===== config.mk =====
export PLATFORM = sky130hd
export DESIGN_NAME = bus_arbiter
export DESIGN_NICKNAME = d
export VERILOG_FILES = /design/src/rtl/bus_arbiter_pkg.sv /design/src/rtl/bus_arbiter.sv
export SDC_FILE = /design/constraint.sdc
export NUM_CORES = 1
export LEC_CHECK = 0
export CORE_AREA = 2 2 186 188
export CTS_BUF_LIST = sky130_fd_sc_hd__clkbuf_16
export CTS_CLUSTER_SIZE = 12
export DETAILED_ROUTE_END_ITERATION = 16
export DIE_AREA = 0 0 188 190
export SYNTH_ARGS = -nofsm -noshare
export SYNTH_HDL_FRONTEND = slang
export SYNTH_SLANG_ARGS = --single-unit

===== constraint.sdc =====
create_clock -name clk -period 4.7 [get_ports clk]
set_input_delay 1.175 -clock clk [delete_from_list [all_inputs] [get_ports clk]]
set_output_delay 1.175 -clock clk [all_outputs]
set_load 0.05 [all_outputs]

===== src/rtl/bus_arbiter_pkg.sv =====
// Shared definitions for the ibus/dbus memory bus arbiter: tag field layout,
// burst length and the arbiter state encoding.
package bus_arbiter_pkg;

  // Tag bit 12 selects read (1) or write (0); bits 11:8 carry the target code.
  localparam int         BUS_TAG_READ       = 12;
  localparam logic       BUS_TAG_READ_VAL   = 1'b1;
  localparam logic       BUS_TAG_WRITE_VAL  = 1'b0;
  localparam int         BUS_TAG_TARGET_LSB = 8;
  localparam logic [3:0] BUS_TAG_MEMORY     = 4'b0001;

  // A read returns one cache line as a fixed number of response beats.
  localparam int         BEATS_PER_LINE = 8;
  localparam logic [2:0] LAST_BEAT      = 3'(BEATS_PER_LINE - 1);

  typedef enum logic [1:0] {
    IDLE    = 2'd0,
    GRANT_I = 2'd1,
    GRANT_D = 2'd2
  } arb_state_e;

  typedef enum logic {
    CLIENT_I = 1'b0,
    CLIENT_D = 1'b1
  } client_e;

endpackage


===== src/rtl/bus_arbiter.sv =====
// Two-client single-owner arbiter between the instruction bus and the data bus.
// One client owns the memory bus at a time: its request lines are forwarded to
// the bus, bus response beats are routed back to it only, and ownership is held
// until a read has returned a full line or a write stream has ended.
module bus_arbiter
  import bus_arbiter_pkg::*;
#(
  parameter int BUS_DATA_WIDTH = 64,
  parameter int BUS_TAG_WIDTH  = 13
) (
  input  logic                      clk,
  input  logic                      reset,
  input  logic [BUS_DATA_WIDTH-1:0] ibus_req,
  input  logic                      ibus_reqcyc,
  input  logic [BUS_TAG_WIDTH-1:0]  ibus_reqtag,
  input  logic                      ibus_respack,
  output logic                      ibus_respcyc,
  output logic [BUS_DATA_WIDTH-1:0] ibus_resp,
  output logic [BUS_TAG_WIDTH-1:0]  ibus_resptag,
  input  logic [BUS_DATA_WIDTH-1:0] dbus_req,
  input  logic                      dbus_reqcyc,
  input  logic [BUS_TAG_WIDTH-1:0]  dbus_reqtag,
  input  logic                      dbus_respack,
  output logic                      dbus_respcyc,
  output logic [BUS_DATA_WIDTH-1:0] dbus_resp,
  output logic [BUS_TAG_WIDTH-1:0]  dbus_resptag,
  output logic [BUS_DATA_WIDTH-1:0] bus_req,
  output logic                      bus_reqcyc,
  output logic [BUS_TAG_WIDTH-1:0]  bus_reqtag,
  input  logic                      bus_reqack,
  input  logic                      bus_respcyc,
  input  logic [BUS_DATA_WIDTH-1:0] bus_resp,
  input  logic [BUS_TAG_WIDTH-1:0]  bus_resptag,
  output logic                      bus_respack
);

  localparam logic [BUS_DATA_WIDTH-1:0] DATA_ZERO = {BUS_DATA_WIDTH{1'b0}};
  localparam logic [BUS_TAG_WIDTH-1:0]  TAG_ZERO  = {BUS_TAG_WIDTH{1'b0}};

  arb_state_e state_r;
  arb_state_e state_s;
  client_e    last_grant_r;
  logic       acked_r;
  logic       is_read_r;
  logic [2:0] beat_cnt_r;

  logic [BUS_DATA_WIDTH-1:0] own_req_s;
  logic                      own_reqcyc_s;
  logic [BUS_TAG_WIDTH-1:0]  own_reqtag_s;
  logic                      own_respack_s;
  logic                      bus_reqcyc_s;
  logic                      beat_ok_s;
  logic                      grant_start_s;
  logic                      new_is_read_s;

  // Select the owning client's request and response-ack lines; nothing in IDLE.
  always_comb begin
    own_req_s     = DATA_ZERO;
    own_reqcyc_s  = 1'b0;
    own_reqtag_s  = TAG_ZERO;
    own_respack_s = 1'b0;
    case (state_r)
      GRANT_I: begin
        own_req_s     = ibus_req;
        own_reqcyc_s  = ibus_reqcyc;
        own_reqtag_s  = ibus_reqtag;
        own_respack_s = ibus_respack;
      end
      GRANT_D: begin
        own_req_s     = dbus_req;
        own_reqcyc_s  = dbus_reqcyc;
        own_reqtag_s  = dbus_reqtag;
        own_respack_s = dbus_respack;
      end
      default: begin
        own_req_s     = DATA_ZERO;
        own_reqcyc_s  = 1'b0;
        own_reqtag_s  = TAG_ZERO;
        own_respack_s = 1'b0;
      end
    endcase
  end

  // Read addresses go out once (until accepted); write streams pass straight through.
  always_comb begin
    bus_reqcyc_s = 1'b0;
    if (is_read_r) begin
      bus_reqcyc_s = own_reqcyc_s & ~acked_r;
    end else begin
      bus_reqcyc_s = own_reqcyc_s;
    end
  end

  assign bus_req     = own_req_s;
  assign bus_reqtag  = own_reqtag_s;
  assign bus_reqcyc  = bus_reqcyc_s;
  assign bus_respack = own_respack_s;
  assign beat_ok_s   = bus_respcyc & own_respack_s;

  // Route response beats to the owner only; the other client sees all zeros.
  always_comb begin
    ibus_respcyc = 1'b0;
    ibus_resp    = DATA_ZERO;
    ibus_resptag = TAG_ZERO;
    dbus_respcyc = 1'b0;
    dbus_resp    = DATA_ZERO;
    dbus_resptag = TAG_ZERO;
    if (state_r == GRANT_I) begin
      ibus_respcyc = bus_respcyc;
      ibus_resp    = bus_resp;
      ibus_resptag = bus_resptag;
    end else if (state_r == GRANT_D) begin
      dbus_respcyc = bus_respcyc;
      dbus_resp    = bus_resp;
      dbus_resptag = bus_resptag;
    end else begin
      ibus_respcyc = 1'b0;
      dbus_respcyc = 1'b0;
    end
  end

  // Next owner: round-robin on a tie, release on line completion or end of write.
  always_comb begin
    state_s = state_r;
    case (state_r)
      IDLE: begin
        if (ibus_reqcyc && !dbus_reqcyc) begin
          state_s = GRANT_I;
        end else if (dbus_reqcyc && !ibus_reqcyc) begin
          state_s = GRANT_D;
        end else if (ibus_reqcyc && dbus_reqcyc) begin
          state_s = (last_grant_r == CLIENT_I) ? GRANT_D : GRANT_I;
        end else begin
          state_s = IDLE;
        end
      end
      GRANT_I, GRANT_D: begin
        if (is_read_r) begin
          if (beat_ok_s && (beat_cnt_r == LAST_BEAT)) begin
            state_s = IDLE;
          end else begin
            state_s = state_r;
          end
        end else begin
          if (!own_reqcyc_s) begin
            state_s = IDLE;
          end else begin
            state_s = state_r;
          end
        end
      end
      default: begin
        state_s = IDLE;
      end
    endcase
  end

  // Direction of the transaction being granted, taken from the winner's tag.
  always_comb begin
    grant_start_s = (state_r == IDLE) && (state_s != IDLE);
    new_is_read_s = 1'b0;
    if (state_s == GRANT_I) begin
      new_is_read_s = (ibus_reqtag[BUS_TAG_READ] == BUS_TAG_READ_VAL);
    end else begin
      new_is_read_s = (dbus_reqtag[BUS_TAG_READ] == BUS_TAG_READ_VAL);
    end
  end

  // State, ownership history, address-issued flag and response beat counter.
  always_ff @(posedge clk) begin
    if (reset) begin
      state_r      <= IDLE;
      last_grant_r <= CLIENT_I;
      acked_r      <= 1'b0;
      is_read_r    <= 1'b0;
      beat_cnt_r   <= 3'd0;
    end else begin
      state_r <= state_s;
      if (grant_start_s) begin
        is_read_r    <= new_is_read_s;
        acked_r      <= 1'b0;
        beat_cnt_r   <= 3'd0;
        last_grant_r <= (state_s == GRANT_I) ? CLIENT_I : CLIENT_D;
      end else begin
        if (bus_reqcyc_s && bus_reqack) begin
          acked_r <= 1'b1;
        end
        if (beat_ok_s) begin
          beat_cnt_r <= beat_cnt_r + 3'd1;
        end
      end
    end
  end

endmodule


* Word level (Yosys, flattened, before mapping)
Cells that the tools add are included.
** Word-level totals
- Flip-flop bits (word level) :: 8
- Bits of input ports :: 239
- Output and inout port bits :: 235
- Word-level logic and storage cells :: 49
** Cells by class
- $add $sub $neg :: 1
- Equal/unequal tests :: 4
- Muxes and demuxes :: 24
- Bitwise logic cells :: 3
- Reduce and logical (&&, ||, !) cells :: 12
** Operators by type and width (count)
- two-way mux 64 bit :: 3
- case mux 64 bit (2 select lines) :: 1
- two-way mux 13 bit :: 3
- case mux 13 bit (2 select lines) :: 1
- two-way mux 2 bit :: 7
- logical AND 1 bit :: 6
- two-way mux 1 bit :: 6
- == test 2 x 1 -> 1 bit (second input constant) :: 2
- case mux 1 bit (2 select lines) :: 2
- case mux 2 bit (2 select lines) :: 1
- OR reduction 2 bit :: 2
- adder 3 x 1 -> 3 bit (second input constant) :: 1
- == test 3 bit (second input constant) :: 1
- AND 1 bit :: 2
- == test 2 bit (second input constant) :: 1
- logical NOT 1 bit :: 2
- logical NOT 2 bit :: 1
- nonzero test 2 bit :: 1
- NOT 1 bit :: 1

* Longest topological paths before layout
Gate-level depths: netlist of run 1.
- Depth in word-level cells :: 10
- Mapped depth :: 9
- Mapped depth without buffers :: 8

* Worst setup path before layout of run 1
No wires, ideal clock.
- Kind :: input port to output port
- From :: in ibus_reqcyc
- To :: out bus_reqcyc
- Arrival :: 2120 ps
- Required time :: 3525 ps
- Slack :: 1405 ps
- Cell stages on the path :: 3
- Path buffers :: 0
- Cells stage by stage :: a22o_1 nand2_1 a21oi_1
** On the way
- Word-level cells in the longest chain between the ends :: 3
** RTL lines
- start: declaration :: RTL line bus_arbiter.sv:14 : input logic ibus_reqcyc,
- case mux 1 bit (2 select lines) (*) :: RTL line bus_arbiter.sv:62 : case (state_r)
- AND 1 bit :: RTL line bus_arbiter.sv:88 : bus_reqcyc_s = own_reqcyc_s & ~acked_r;
- two-way mux 1 bit (*) :: RTL line bus_arbiter.sv:87 : if (is_read_r) begin
- end: declaration :: RTL line bus_arbiter.sv:28 : output logic bus_reqcyc,
Mark *: on every way between the ends. The rest lies on a longest branch, timed or not.

* Worst setup path after layout of run 1
- From :: in dbus_reqcyc
- To :: out bus_reqcyc
** On the way
- Word-level cells in the longest chain between the ends :: 3
** RTL lines
- start: declaration :: RTL line bus_arbiter.sv:21 : input logic dbus_reqcyc,
- case mux 1 bit (2 select lines) (*) :: RTL line bus_arbiter.sv:62
- AND 1 bit :: RTL line bus_arbiter.sv:88
- two-way mux 1 bit (*) :: RTL line bus_arbiter.sv:87
Marks and branches as above.

==> results of run 1 <==
area by class of cell:
class	count	area (sq um)
flip-flops and latches	8	160
fillers	3726	26100
well taps	455	569
clock buffers	3	75.1
multi-input cells	352	2210
inverters	3	11.3
repair buffers	481	4820
diodes	2	5.00
power by group through the flow:
stage               sequential, mW  combinational, mW  clock [mW]
finish                      0.0794               1.05       0.142
global route                0.0803               1.10       0.149
CTS                         0.0793               1.06       0.143
detailed placement          0.0803               1.06           0
global placement            0.0798               1.06           0
floorplan                   0.0779              0.563           0
worst register-to-register path: cells and delay by family, from the launching register on:
family	cells	cell delay, ns
buffers and inverters	1	0.13
flip-flops	1	0.36
AND/OR/NAND/NOR	1	0.27
adder cells (fa/ha/maj)	1	0.71
AO/OA/AOI/OAI	5	1.05
worst paths after layout:
check           startpoint            end  slack (ns)  cells after the start
max            dbus_reqcyc     bus_reqcyc        0.62                      5
min          beat_cnt_r[2]  beat_cnt_r[2]        0.53                      2
max reg2reg     state_r[1]      is_read_r        2.05                      8
min reg2reg  beat_cnt_r[2]  beat_cnt_r[2]        0.53                      2
metrics by stage:
step | util | setup WS, ns
4_1_cts | 0.231 | 0.605
6_report | 0.231 | 0.616
5_1_grt | 0.231 | 0.448
3_3_place_gp | 0.229 | 0.603
3_5_place_dp | 0.229 | 0.608
2_1_floorplan | - | 1.40
cells by family after synthesis:
family	count (synthesis)	synth area share
and+or+nand+nor	252	0.539
AOI/OAI and AO/OA	91	0.283
buffers and inverters	47	0.0730
DFF	8	0.0635
adders and majority gates	6	0.0298
muxes	2	0.00794
xor gates and xnor gates	1	0.00347
synth_stat cells (all sizes together):
library cell	n	area share
a31oi	1	0.0025
a22oi	77	0.23
a22o	2	0.0069
a21oi	3	0.0060
nor2	79	0.12
o2bb2ai	1	0.0035
xnor2	1	0.0035
nor3	5	0.0099
a2bb2oi	1	0.0035
mux2i	2	0.0079
nand2b	1	0.0025
and2	159	0.39
a311oi	3	0.015
inv	2	0.0030
nand3	2	0.0040
a32oi	1	0.0065
clkinv	1	0.0015
buf	5	0.010
o21ai	1	0.0035
nor2b	1	0.0025
clkbuf	39	0.058
nand2	4	0.0060
dfxtp	8	0.064
and3	1	0.0025
ha	6	0.030
a221oi	1	0.0060
sequential cells by signal, indices dropped and copies added (netlist names):
register and cells:
beat_cnt_r 3, state_r 2, acked_r 1, is_read_r 1, last_grant_r 1
routing by layer:
layer  vias to the layer above  wire length [um]  track usage
met5                         -                 0            0
met4                         0               346       0.0230
met3                        15              1760       0.0208
met2                       319             11000        0.204
met1                      2146              8540        0.126
li1                       2259                 -            -
==> results.md, run 1 <==
* CP endpoint kind: output pin
* CTS tree: done
* Clock Tree Buf Depth at 2
* Count of final hold-check violations at 0
* Post-CTS sizing at 0
* Status: finished, final reports clean
* Vias in the first global route at approximately 4700
* DRC viols at 0
* Max-slew violation count at 0
* Initial antenna violation count at 2
* Startpoint types: input pin
* Gate power share at 0.826
* Most common cell after layout, fill and taps aside: clkdlybuf4s50_1
* Worst Path Buf+Inv at 2
* DR vias at 4739
* Period utilization at 0.869
* First-pass GRT wire length at 29500 um
* Via/cell ratio at 3.63
* Synth Register Bits at 8
* Layout cells sized above 1 at 0.0331
* Worst Hold Class: reg -> reg
* Cts hold-fix bufs at 0
* WS Path Type: in -> out
* Post-DP HPWL at 18200 um
* Cells after Synth at 407
* Commonest non-fill, non-tap cells in the layout: clkdlybuf4s50_1 (465), and2_1 (159), nor2_1 (79), a22oi_1 (77), buf_4 (12)
* RSZ-0062 raised after global routing: no
* Net Sw Power at between 0.6 and 0.7 mW
* Buffers added on ports at roughly 470
* Horiz. Die Dim at 188 um
* Netlist Area Pre-Place at 2520 sq um
* Clk slew on worst S/H paths at approximately 0.030 ns
* Time the worst path needs with I/O delays and setup at 4.08 ns
* Fmax at around 240 MHz
* Worst path slowest cell: clkdlybuf4s50_1
* All-layer global routing usage at 0.108
* Setup bufs post-CTS at 0
* WHS at about 0.53 ns
* Final WL at 21600 um
* Critical path peak fanout at 4
* Total gr overflow at 0
* Clock H-tree levels at 1
* Critical Path AT at between 2 and 3 ns
* Cts bufs inserted at 3
* CP Cell Sequence: clkdlybuf4s50_1, a22o_1, nand2_1, a21oi_1, clkdlybuf4s50_1
* # IOs at 474
* Drt first pass iters at 4
* Cell Count, Final, Fillers Out at 1304
* Placed cell area at 7770 sq um
* Critical path's top delay family: buffers and inverters
* Sw Ratio at 0.517
* Detailed Route Iter0 Violations at 186
* WP data required at 3.52 ns
* Core outline area at 33900 sq um
* Net count after synthesis at 652
* Final #Nets at 1094
* Average wire per standard cell at 16.6 um
* CP peak stage delay at 0.83 ns
* Sequential power share at 0.062
* Internal power at between 0.6 and 0.7 mW
* Final instance area at 7860 sq um
* Slew margin rel. at 0.419
* Seq/Total Area, Yosys at 0.0635
* Avg Cell Area, Syn at 6.19 sq um
* DRT antenna net count at 0
* Routability cong. at 0.772
* Clock Tree Root: clkbuf_16
* Initial core utilization at 0.0743
* Clock sinks at 8
* Synth-to-layout area growth at 212%
* Largest net degree at the start of global routing at 79
* Worst slew pin tran at about 0.87 ns
* Crit-path most repeated cell: clkdlybuf4s50_1
* Placed cell count at between 1000 and 1500
* Setup TNS at 0 ns
* Leakage power at around 2.7 nW
* DIE HEIGHT at about 190 um
* Clk_skew at 0.00316 ns
* Clock share of power at 0.112
* Post-synthesis cell type count at 28
* Ys Warns at 0
* Max-cap viol count at 0
* Die Area at 35700 sq um
* Worst VDD drop at 107 uV
* Row Count at 68
* PwrDens at 162 nW/um^2
* Clk_lat worst skew at 0.23 ns
* Power Total at 1.27 mW
* Final setup fails at 0
(Power assumes the default switching activity.)
==> inputs of run 2 (changes only) <==
GPL_TIMING_DRIVEN = 1   (was not set)
==> results of run 2 <==
Same layout as run 1: the final DEF is identical, and so are final timing and power.
